## src/rtl/dafx_gain_ramp_ctrl.sv

```systemverilog
// -----------------------------------------------------------------------------
// dafx_gain_ramp_ctrl
//
// Purpose:
//   Moves the gains applied to the mixer toward CPU-written targets by at most
//   cr_ramp_step per audio frame, which avoids zipper noise on gain changes.
//   One shared compare/add unit visits the slots round-robin, one slot per
//   clock, starting on each fs_strobe. Slot NR_OF_CHANNELS_P is the output
//   gain; slots 0..NR_OF_CHANNELS_P-1 are the mixer channel gains.
//
// Ports:
//   clk, rst_n          clock, asynchronous active-low reset
//   fs_strobe           one-cycle frame strobe
//   cr_target_gain      per-slot target gains
//   cr_ramp_step        maximum change per frame per slot
//   cr_bypass           1 = gains follow targets every cycle
//   cmd_clear_missed    one-cycle clear of sr_missed_strobes
//   gain_out            gains applied to the mixer
//   gain_valid          one-cycle pulse: frame update complete
//   sr_ramp_busy        per slot, gain_out != target
//   sr_all_settled      no slot busy
//   sr_missed_strobes   saturating count of dropped strobes
//   dbg_state           1 while the FSM is in UPDATE
//   dbg_pending         a strobe is queued behind the current frame
//
// Handshake: gain_valid is a pure one-cycle notification with no ready; the
// mixer may sample gain_out at any time, and gain_valid marks the first cycle
// in which every slot holds its value for the frame just processed.
// -----------------------------------------------------------------------------
module dafx_gain_ramp_ctrl #(
    parameter int NR_OF_CHANNELS_P = 3,
    parameter int GAIN_WIDTH_P     = 16,
    parameter int MISS_CNT_WIDTH_P = 8
) (
    input  logic                                          clk,
    input  logic                                          rst_n,
    input  logic                                          fs_strobe,
    input  logic [NR_OF_CHANNELS_P:0][GAIN_WIDTH_P-1:0]   cr_target_gain,
    input  logic [GAIN_WIDTH_P-1:0]                       cr_ramp_step,
    input  logic                                          cr_bypass,
    input  logic                                          cmd_clear_missed,
    output logic [NR_OF_CHANNELS_P:0][GAIN_WIDTH_P-1:0]   gain_out,
    output logic                                          gain_valid,
    output logic [NR_OF_CHANNELS_P:0]                     sr_ramp_busy,
    output logic                                          sr_all_settled,
    output logic [MISS_CNT_WIDTH_P-1:0]                   sr_missed_strobes,
    output logic                                          dbg_state,
    output logic                                          dbg_pending
);

    localparam int IDX_W = (NR_OF_CHANNELS_P > 0) ? $clog2(NR_OF_CHANNELS_P + 1) : 1;
    localparam logic [IDX_W-1:0] LAST_IDX = IDX_W'(NR_OF_CHANNELS_P);

    typedef enum logic [0:0] {
        ST_IDLE   = 1'b0,
        ST_UPDATE = 1'b1
    } state_t;

    state_t                                       state_q;
    logic [IDX_W-1:0]                             idx_q;
    logic                                         pending_q;
    logic [NR_OF_CHANNELS_P:0][GAIN_WIDTH_P-1:0]  gain_q;
    logic                                         gain_valid_q;
    logic [MISS_CNT_WIDTH_P-1:0]                  miss_q;

    // Shared step unit for the slot addressed by idx_q.
    logic [GAIN_WIDTH_P:0]   t_ext;
    logic [GAIN_WIDTH_P:0]   g_ext;
    logic [GAIN_WIDTH_P:0]   s_ext;
    logic [GAIN_WIDTH_P:0]   diff;
    logic [GAIN_WIDTH_P:0]   moved;
    logic [GAIN_WIDTH_P-1:0] slot_d;
    logic                    miss_inc;

    always_comb begin
        t_ext  = {1'b0, cr_target_gain[idx_q]};
        g_ext  = {1'b0, gain_q[idx_q]};
        s_ext  = {1'b0, cr_ramp_step};
        diff   = '0;
        moved  = '0;
        slot_d = gain_q[idx_q];
        if (t_ext >= g_ext) begin
            diff  = t_ext - g_ext;
            moved = g_ext + s_ext;
        end else begin
            diff  = g_ext - t_ext;
            moved = g_ext - s_ext;
        end
        // Within one step the target is taken exactly, so the move can never
        // overshoot; otherwise g+s < t (or g-s > t), so no wrap is possible.
        if (diff <= s_ext) begin
            slot_d = t_ext[GAIN_WIDTH_P-1:0];
        end else begin
            slot_d = moved[GAIN_WIDTH_P-1:0];
        end
    end

    // A strobe is lost only when one is already queued behind the running frame.
    assign miss_inc = !cr_bypass && (state_q == ST_UPDATE) && fs_strobe && pending_q;

    always_ff @(posedge clk or negedge rst_n) begin
        if (!rst_n) begin
            state_q      <= ST_IDLE;
            idx_q        <= '0;
            pending_q    <= 1'b0;
            gain_q       <= '0;
            gain_valid_q <= 1'b0;
            miss_q       <= '0;
        end else begin
            gain_valid_q <= 1'b0;
            if (cr_bypass) begin
                gain_q       <= cr_target_gain;
                state_q      <= ST_IDLE;
                idx_q        <= '0;
                pending_q    <= 1'b0;
                gain_valid_q <= fs_strobe;
            end else begin
                case (state_q)
                    ST_IDLE: begin
                        if (fs_strobe || pending_q) begin
                            state_q   <= ST_UPDATE;
                            idx_q     <= '0;
                            pending_q <= 1'b0;
                        end
                    end
                    ST_UPDATE: begin
                        gain_q[idx_q] <= slot_d;
                        if (fs_strobe) begin
                            pending_q <= 1'b1;
                        end
                        if (idx_q == LAST_IDX) begin
                            state_q      <= ST_IDLE;
                            idx_q        <= '0;
                            gain_valid_q <= 1'b1;
                        end else begin
                            idx_q <= idx_q + IDX_W'(1);
                        end
                    end
                    default: begin
                        state_q <= ST_IDLE;
                        idx_q   <= '0;
                    end
                endcase
            end

            // Clear has priority over a simultaneous miss.
            if (cmd_clear_missed) begin
                miss_q <= '0;
            end else if (miss_inc && (miss_q != '1)) begin
                miss_q <= miss_q + MISS_CNT_WIDTH_P'(1);
            end
        end
    end

    always_comb begin
        sr_ramp_busy = '0;
        for (int k = 0; k <= NR_OF_CHANNELS_P; k++) begin
            sr_ramp_busy[k] = (gain_q[k] != cr_target_gain[k]);
        end
    end

    assign sr_all_settled    = ~|sr_ramp_busy;
    assign gain_out          = gain_q;
    assign gain_valid        = gain_valid_q;
    assign sr_missed_strobes = miss_q;
    assign dbg_state         = (state_q == ST_UPDATE);
    assign dbg_pending       = pending_q;

endmodule

```

## config.mk

```make
export PLATFORM = sky130hd
export DESIGN_NAME = dafx_gain_ramp_ctrl
export DESIGN_NICKNAME = d
export VERILOG_FILES = /design/src/rtl/dafx_gain_ramp_ctrl.sv
export SDC_FILE = /design/constraint.sdc
export NUM_CORES = 1
export LEC_CHECK = 0
export CELL_PAD_IN_SITES_DETAIL_PLACEMENT = 0
export CELL_PAD_IN_SITES_GLOBAL_PLACEMENT = 1
export CORE_MARGIN = 2
export CORE_UTILIZATION = 43
export CTS_CLUSTER_SIZE = 20
export DETAILED_ROUTE_END_ITERATION = 10
export GPL_ROUTABILITY_DRIVEN = 0
export PLACE_DENSITY_LB_ADDON = 0.08
export SLEW_MARGIN = 10
export SYNTH_ARGS = -nofsm -noshare
export SYNTH_HDL_FRONTEND = slang
export SYNTH_SLANG_ARGS = --single-unit
```

## constraint.sdc

```tcl
create_clock -name clk -period 17.95 [get_ports clk]
set_clock_uncertainty 0.05 [all_clocks]
set_input_delay 4.4875 -clock clk [delete_from_list [all_inputs] [get_ports clk]]
set_output_delay 4.4875 -clock clk [all_outputs]
set_load 0.005 [all_outputs]
```

Word-level counts from Yosys, hierarchy flattened:

Index checks and enable logic that the tools add are counted.

* add/sub/neg operators: 6
* $lt $le $gt $ge: 4
* equality and inequality tests: 8
* multiplexer cells: 29
* bitwise operators: 1
* reductions and logical operators: 12

Operator list (count)
* $mux W64: 2
* $mux W16: 5
* $bmux W16 S2: 2
* $bwmux W64: 1
* $ne A16 B16 Y1: 4
* $sub A16 B16 Y17: 2
* $demux W16 S2: 1
* $le A17 B16 Y1: 1
* $mux W17: 1
* $add A16 B16 Y16: 1
* $ge A16 B16 Y1: 1
* $mux W8: 2
* $sub A16 B16 Y16: 1
* $mux W1: 9
* $add A8 B1 Y8 const B: 1
* $ne A8 B8 Y1 const B: 1
* $mux W2: 3
* $ne A3 B3 Y1 const B: 2
* $logic_and A1 B1 Y1: 5
* $pmux W1 S2: 2
* $pmux W2 S2: 1
* $reduce_bool A2 Y1: 2
* $reduce_or A4 Y1: 1
* $lt A2 B3 Y1 const B: 1
* other kinds (7): 8

* register bits: 77

Depth between registers and ports, before layout:

Gate-level depths: netlist of the first run.

* word-level depth: 9
* gate-level depth with buffers: 26

Worst setup path after synthesis of the first run:

OpenSTA, ideal clock, no wires.

* path type: input -> output
* from: input cr_target_gain[36] in the netlist's numbering
* to: output sr_all_settled
* arrival time: 5387 ps
* required time: 13413 ps
* path slack: 8025 ps
* cell stages on the path: 4
* path buffers: 0
* cell sequence: xor2_1 nor4_1 nand4_1 nor4_1

* word-level cells in the longest chain between the ends: 3

RTL lines
* start: declaration: RTL line 38 `input logic [NR_OF_CHANNELS_P:0][GAIN_WIDTH_P-1:0] cr_target_gain,`
* $ne A16 B16 Y1: RTL line 158 `sr_ramp_busy[k] = (gain_q[k] != cr_target_gain[k]);`
* named net sr_ramp_busy[2]: RTL line 44 `output logic [NR_OF_CHANNELS_P:0] sr_ramp_busy,`
* $reduce_or A4 Y1: RTL line 162 `assign sr_all_settled = ~|sr_ramp_busy;`
* $logic_not A1 Y1: RTL line 162
* end: declaration: RTL line 45 `output logic sr_all_settled,`

The timed path passes the listed nets, and every way through them passes these cells.

Worst setup path in the final report of the first run:

* from: input cr_target_gain[59] in the netlist's numbering
* to: output sr_all_settled

* word-level cells in the longest chain between the ends: 3

RTL lines (RTL line)
* $ne A16 B16 Y1: 158
* $reduce_or A4 Y1: 162
* $logic_not A1 Y1: 162

Every way passes these cells.

==> impl_metrics.tcl, run 1 <==
set metrics [dict create \
    result_of_the_run "completed" \
    mappedNetlistNets 1101 \
    layout_commonest_cell "sky130_fd_sc_hd__clkdlybuf4s50_1" \
    highest_count_cells_in_the_layout_ignoring_fill_and_taps "sky130_fd_sc_hd__clkdlybuf4s50_1, sky130_fd_sc_hd__a21oi_1, sky130_fd_sc_hd__dfrtp_1" \
    critical_path.max_fanout 3 \
    postCtsSetupBuffers 0 \
    cts-hold-fix-buffers 0 \
    drt_drc_violations_left 0 \
    htree_num_levels 3 \
    power_mw 1.48 \
    core_region_area_um2 18700 \
    worst-r2r-cell-count 22 \
    max_cap_viol_count 0 \
    ir_worst_vdd_mv 0.0593 \
    cts.sink_count 77 \
    synthesis.yosys.warnings 0 \
    drt-wirelength-per-cell_um 21.8 \
    postRouteAntennaNets 0 \
    post-route-min-period_ps 11270 \
    fin_setup_tns_ps 0 \
    worstPathCellList "clkdlybuf4s50_1, xor2_1, nor4_1, nand4_1, nor4_1, clkdlybuf4s50_1" \
    cts_max_path_buffers 2 \
    vias 7867 \
    via_per_inst 5.98 \
    pin_count 165 \
    grt_pass1_wl_um 43700 \
    synthFlopType "sky130_fd_sc_hd__dfrtp_1" \
    count_of_pins_over_their_slew_limit 0 \
    synth-seq-area-share 0.235 \
    grt_pass1_vias 7564 \
    synthToLayoutAreaGrowth_pct 25.6 \
    final_nets 1235 \
    cts_root_buf "sky130_fd_sc_hd__clkbuf_16" \
    maxSlewHeadroom 0.313 \
    antenna_found_initial 1 \
    first_iter_violations 619 \
    routed_wirelength_um 28700 \
    number_of_buffer_cells_added_on_primary_ports 164 \
    core.rowCount 50 \
    leakage_nw 4.25 \
    synth.ff_latch_count 77 \
    powerDensity_nw_per_um2 144 \
    slowest_stage "sky130_fd_sc_hd__clkdlybuf4s50_1" \
    nFillCells 1719 \
    min_delay_path_depth 2 \
    dieHeight_um 142 \
    setup.worst_path.end_class "primary output" \
    grt_remaining_overflow 0 \
    grt_setup_unrepaired "no" \
    global_route.usage.total 0.285 \
    antennaDiodeCount 0 \
    syn_area_per_cell_um2 8.67 \
    arrival_ps 6730 \
    critPathRequiredTime_ps 13410 \
    final-hold-violation-count 0 \
    critPathMaxStageDelay_ps 580 \
    area_share_of_fa_ha_maj_cells_after_synthesis 0.113 \
    synth-async-reset-ratio 1.00 \
    yosys.area_share.simple 0.169 \
    post_synth_instance_area_um2 8180 \
    cp-start-kind "input pin" \
    tritoncts "done" \
    synth-compound-area-share 0.192 \
    drt-pass1-iter-count 5 \
    fp.dieArea_um2 20200 \
    grt_max_degree 105 \
    synth_enable_flop_cells 0 \
    worstHoldPathType "reg -> reg" \
    cts_repair_resize_count 0 \
    setup_viol 0 \
    yosysUniqueCellTypes 57 \
    largest_family_of_logic_cells_by_synthesized_area "compound AO/OA/AOI/OAI gates" \
    worst_pin_slew_ps 1030 \
    critical_path_class "in -> out" \
    synth_xor_xnor_area_share 0.119 \
    final_layout_size_suffix_gt1_frac 0.0665 \
    final.period_utilization 0.628 \
    initial_utilization 0.438 \
    synth.area.mux_share 0.113 \
    clk_transition_reported_paths_ps 60 \
    die-width_um 142 \
    tritoncts.num_buffers 9 \
    syn-instance-count 944 \
    clock_latency_ps 350 \
    post-dp-hpwl_um 22300 \
    max_freq_mhz 88.7 \
]
-- final cells by class --
cell class                 count  area (µm²)  area share
clock buffer                  11         243      0.0236
multi-input combinational    747        5780       0.563
sequential                    77        1930       0.188
inverter                      72         270      0.0263
clock inverter                 4        72.6     0.00706
timing repair buffer         171        1690       0.164
tap                          234         293      0.0285
-- state kept, by name, indices dropped and copies added, names as in the netlist --
register,cells
gain_valid,1
dbg_state,1
dbg_pending,1
gain_out,64
sr_missed_strobes,8
idx_q,2
-- synth_stat cells (2+ instances only) --
library cell | instances | share of area
sky130_fd_sc_hd__a21oi_1 | 109 | 0.067
sky130_fd_sc_hd__nor3b_1 | 56 | 0.051
sky130_fd_sc_hd__mux2i_1 | 17 | 0.021
sky130_fd_sc_hd__o21bai_1 | 6 | 0.0055
sky130_fd_sc_hd__nor3_1 | 12 | 0.0073
sky130_fd_sc_hd__or3_1 | 4 | 0.0031
sky130_fd_sc_hd__or4_1 | 2 | 0.0018
sky130_fd_sc_hd__buf_2 | 11 | 0.0067
sky130_fd_sc_hd__o221ai_1 | 2 | 0.0021
sky130_fd_sc_hd__mux4_2 | 32 | 0.088
sky130_fd_sc_hd__o41ai_1 | 3 | 0.0032
sky130_fd_sc_hd__o21a_1 | 2 | 0.0018
sky130_fd_sc_hd__a31oi_1 | 9 | 0.0069
sky130_fd_sc_hd__a21o_1 | 12 | 0.011
sky130_fd_sc_hd__o31ai_1 | 11 | 0.010
sky130_fd_sc_hd__nand2b_1 | 13 | 0.0099
sky130_fd_sc_hd__ha_1 | 69 | 0.11
sky130_fd_sc_hd__clkbuf_1 | 27 | 0.012
sky130_fd_sc_hd__a221oi_2 | 2 | 0.0037
sky130_fd_sc_hd__nor4_1 | 22 | 0.017
sky130_fd_sc_hd__xnor2_1 | 39 | 0.042
sky130_fd_sc_hd__a211o_1 | 2 | 0.0021
sky130_fd_sc_hd__nand2_1 | 36 | 0.017
sky130_fd_sc_hd__fa_1 | 3 | 0.0073
sky130_fd_sc_hd__and3_1 | 2 | 0.0015
sky130_fd_sc_hd__a22oi_1 | 2 | 0.0018
sky130_fd_sc_hd__a211oi_1 | 5 | 0.0046
sky130_fd_sc_hd__and2_1 | 4 | 0.0031
sky130_fd_sc_hd__o21ai_0 | 53 | 0.032
sky130_fd_sc_hd__a221oi_1 | 2 | 0.0021
sky130_fd_sc_hd__nand4_1 | 13 | 0.0099
sky130_fd_sc_hd__nand3_1 | 11 | 0.0067
sky130_fd_sc_hd__mux2_2 | 3 | 0.0041
sky130_fd_sc_hd__nor2_1 | 50 | 0.023
sky130_fd_sc_hd__buf_1 | 9 | 0.0041
sky130_fd_sc_hd__o21ai_1 | 34 | 0.021
sky130_fd_sc_hd__nor2b_1 | 13 | 0.0099
sky130_fd_sc_hd__inv_1 | 71 | 0.033
sky130_fd_sc_hd__a41oi_1 | 4 | 0.0043
sky130_fd_sc_hd__or2_2 | 3 | 0.0023
sky130_fd_sc_hd__xor2_1 | 72 | 0.077
sky130_fd_sc_hd__dfrtp_1 | 77 | 0.24
-- final timing paths --
check                                                      start                                to  slack [ps]
worst max-delay path                          cr_target_gain[59]                    sr_all_settled        6680
worst min-delay path            sr_missed_strobes[1]$_DFFE_PN0P_  sr_missed_strobes[1]$_DFFE_PN0P_         530
worst max register to register              idx_q[0]$_DFFE_PN0P_          gain_out[28]$_DFFE_PN0P_       10460
worst min register to register  sr_missed_strobes[1]$_DFFE_PN0P_  sr_missed_strobes[1]$_DFFE_PN0P_         530
max in group asynchronous                                  rst_n              idx_q[0]$_DFFE_PN0P_       12780
min in group asynchronous                                  rst_n  sr_missed_strobes[4]$_DFFE_PN0P_        3990
-- per-layer routing --
metal	GRT usage	routed length, µm
met1	0.387	12300
met2	0.481	13800
met3	0.0400	2030
met4	0.0716	610
met5	0	0
-- where the power goes --
part / total [mW] / switching [mW] / internal, mW / leakage [nW]
logic: 1.05 / 0.609 / 0.438 / 3.15
clock network: 0.200 / 0.0756 / 0.125 / 0.152
registers: 0.236 / 0.0376 / 0.199 / 0.947
total: 1.48 / 0.722 / 0.761 / 4.25
-- critical path, delay by kind of cell --
family                    cells  cell delay, ps
and+or+nand+nor               3            1030
buffers and inverters         2            1030
xor gates and xnor gates      1             190
-- stage by stage --
stage / instance area (µm²) / hold slack [ps] / worst slack (ps) / utilization / std cells
CTS: 10300 / 533 / 6710 / 0.549 / 1316
global route: 10300 / 563 / 6490 / 0.549 / 1316
detailed placement: 9960 / 513 / 6730 / 0.533 / 1301
floorplan: 8180 / 498 / 8030 / - / 944
finish: 10300 / 532 / 6680 / 0.549 / 1316
global placement: 9960 / 505 / 6690 / 0.533 / 1301
-- cells by family (layout without fill, tap and decap cells) --
| logic type | Yosys count | after routing |
|---|---|---|
| xor gates and xnor gates | 111 | 111 |
| adders and majority gates | 72 | 72 |
| buffers and inverters | 120 | 258 |
| DFF | 77 | 77 |
| muxes | 52 | 52 |
| and+or+nand+nor | 245 | 245 |
| AOI/OAI and AO/OA | 267 | 267 |
(Power assumes the default switching activity.)
==> run 2: changes to the inputs <==
--- a/config.mk
+++ b/config.mk
@@ -8,7 +8,7 @@
 export CELL_PAD_IN_SITES_DETAIL_PLACEMENT = 0
 export CELL_PAD_IN_SITES_GLOBAL_PLACEMENT = 1
 export CORE_MARGIN = 2
-export CORE_UTILIZATION = 43
+export CORE_UTILIZATION = 40
 export CTS_CLUSTER_SIZE = 20
 export DETAILED_ROUTE_END_ITERATION = 10
 export GPL_ROUTABILITY_DRIVEN = 0
==> constraint.sdc (replaced) <==
create_clock -name clk -period 11.45 [get_ports clk]
set_clock_uncertainty 0.05 [all_clocks]
set_input_delay 2.8625 -clock clk [delete_from_list [all_inputs] [get_ports clk]]
set_output_delay 2.8625 -clock clk [all_outputs]
set_load 0.005 [all_outputs]
==> impl_metrics.tcl, run 2 (synthesized netlist as in run 1, its figures left out) <==
set metrics [dict create \
    result_of_the_run "completed" \
    cts_root_buf "sky130_fd_sc_hd__clkbuf_16" \
    setup_viol 0 \
    setup.worst_path.end_class "flop" \
    final_nets 1233 \
    cp-start-kind "input pin" \
    initial_utilization 0.406 \
    final-hold-violation-count 0 \
    share_clk_of_total_power 0.136 \
    postRouteAntennaNets 0 \
    critical_path.max_fanout 17 \
    synthToLayoutAreaGrowth_pct 26.0 \
    share_comb_of_total_power 0.704 \
    worstPathCellList "clkdlybuf4s50_1, mux4_2, inv_1, ha_1, nand4_1, nor3_1, a41oi_1, nor3b_4, mux2_2, a221oi_2, o221ai_1, xnor2_1, ha_1, a21o_1, a21oi_1, or2_2, a41oi_1, o31ai_1, o211ai_4, mux2i_1, o21ai_1" \
    count_of_pins_over_their_slew_limit 0 \
    global_route.usage.total 0.276 \
    max_freq_mhz 108 \
    post-route-min-period_ps 9250 \
    power_mw 2.34 \
    drt-wirelength-per-cell_um 22.4 \
    worstHoldPathType "reg -> reg" \
    leakage_nw 4.24 \
    drt_drc_violations_left 0 \
    layout_commonest_cell "sky130_fd_sc_hd__clkdlybuf4s50_1" \
    switching_share 0.492 \
    critical_path_class "in -> reg" \
    min_delay_path_depth 2 \
    drt-pass1-iter-count 5 \
    grt_pass1_wl_um 45400 \
    switchingPower_mw 1.15 \
    number_of_flip_flops_in_the_largest_register 64 \
    maxSlewHeadroom 0.309 \
    tritoncts "done" \
    antennaDiodeCount 0 \
    postCtsSetupBuffers 0 \
    critPathMaxStageDelay_ps 670 \
    core_region_area_um2 20200 \
    critPathRequiredTime_ps 11600 \
    highest_count_cells_in_the_layout_ignoring_fill_and_taps "sky130_fd_sc_hd__clkdlybuf4s50_1, sky130_fd_sc_hd__a21oi_1, sky130_fd_sc_hd__dfrtp_1" \
    first_iter_violations 574 \
    grt_remaining_overflow 0 \
    tritoncts.num_buffers 9 \
    antenna_found_initial 0 \
    cts-hold-fix-buffers 0 \
    final.period_utilization 0.808 \
    htree_num_levels 3 \
    max_cap_viol_count 0 \
    clk_transition_reported_paths_ps 70 \
    power_frac_seq 0.159 \
    worst-r2r-cell-count 20 \
    fp.dieArea_um2 21600 \
    slowest_stage "sky130_fd_sc_hd__a41oi_1" \
    grt_setup_unrepaired "no" \
    clock_latency_ps 350 \
    via_per_inst 5.85 \
    number_of_buffer_cells_added_on_primary_ports 164 \
    grt_pass1_vias 7655 \
    post-dp-hpwl_um 23300 \
    cts_max_path_buffers 2 \
    core.rowCount 52 \
    cts.sink_count 77 \
    power.internal_mw 1.19 \
    routed_wirelength_um 30200 \
    pin_count 165 \
    ir_worst_vdd_mv 0.121 \
    cts_repair_resize_count 0 \
    vias 7899 \
    die-width_um 147 \
    dieHeight_um 147 \
    fin_setup_tns_ps 0 \
    arrival_ps 9400 \
    worst_pin_slew_ps 1040 \
    powerDensity_nw_per_um2 227 \
    final_layout_size_suffix_gt1_frac 0.0666 \
    grt_max_degree 78 \
]
==> run 2: cell types whose count changed in the layout (fill, tap and decap cells not counted) <==
cell / before / now
sky130_fd_sc_hd__clkinvlp_4: 1 / 2
sky130_fd_sc_hd__buf_4: 9 / 7
sky130_fd_sc_hd__clkbuf_1: 1 / 0
sky130_fd_sc_hd__clkbuf_8: 1 / 0
sky130_fd_sc_hd__inv_6: 0 / 2
==> run 2: metal layers <==
layer  track usage  up-vias  wire, µm
met5             0        -         0
li1              -     3685         -
met3        0.0519       51      2360
met2         0.429      389     13600
met1         0.387     3774     13300
met4        0.0938        0       869
==> run 2: power groups by stage <==
| stage | Clock (mW) | Sequential (mW) | Combinational (mW) |
|---|---|---|---|
| floorplan | 0 | 0.357 | 1.15 |
| global placement | 0 | 0.376 | 1.63 |
| detailed placement | 0 | 0.376 | 1.62 |
| CTS | 0.322 | 0.372 | 1.63 |
| global route | 0.333 | 0.378 | 1.80 |
| finish | 0.320 | 0.374 | 1.65 |
==> run 2: stage by stage <==
step / utilization / hold slack [ps] / std cells / area [µm²] / worst slack, ps
final: 0.511 / 522 / 1351 / 10300 / 2200
after detailed placement: 0.495 / 508 / 1335 / 9990 / 1910
after floorplan: - / 498 / 944 / 8180 / 3660
after CTS: 0.511 / 521 / 1351 / 10300 / 2270
after global placement: 0.495 / 507 / 1335 / 9990 / 2010
after global routing: 0.511 / 552 / 1351 / 10300 / 1830
==> run 2: final cells by class <==
class	instances	area [µm²]
clock buffer	9	225
inverter	72	270
tap	270	338
fill	1946	9850
sequential	77	1930
multi-input combinational	747	5780
timing repair buffer	169	1670
clock inverter	7	97.6
==> run 2: worst paths after layout <==
path | from | end | slack, ps
min in group asynchronous | rst_n | gain_out[48]$_DFFE_PN0P_ | 2620
setup / recovery | cr_target_gain[60] | gain_out[21]$_DFFE_PN0P_ | 2200
max in group asynchronous | rst_n | idx_q[0]$_DFFE_PN0P_ | 7980
hold reg to reg | sr_missed_strobes[1]$_DFFE_PN0P_ | sr_missed_strobes[1]$_DFFE_PN0P_ | 520
setup reg to reg | idx_q[1]$_DFFE_PN0P_ | gain_out[21]$_DFFE_PN0P_ | 4050
hold / removal | sr_missed_strobes[1]$_DFFE_PN0P_ | sr_missed_strobes[1]$_DFFE_PN0P_ | 520
==> run 2: worst max-delay path: cells and delay by family <==
| family | cells | cell delay (ps) |
|---|---|---|
| xor gates and xnor gates | 1 | 200 |
| buffers and inverters | 2 | 580 |
| AOI/OAI and AO/OA | 9 | 2490 |
| adders and majority gates | 2 | 620 |
| and+or+nand+nor | 4 | 1110 |
| muxes | 3 | 1500 |
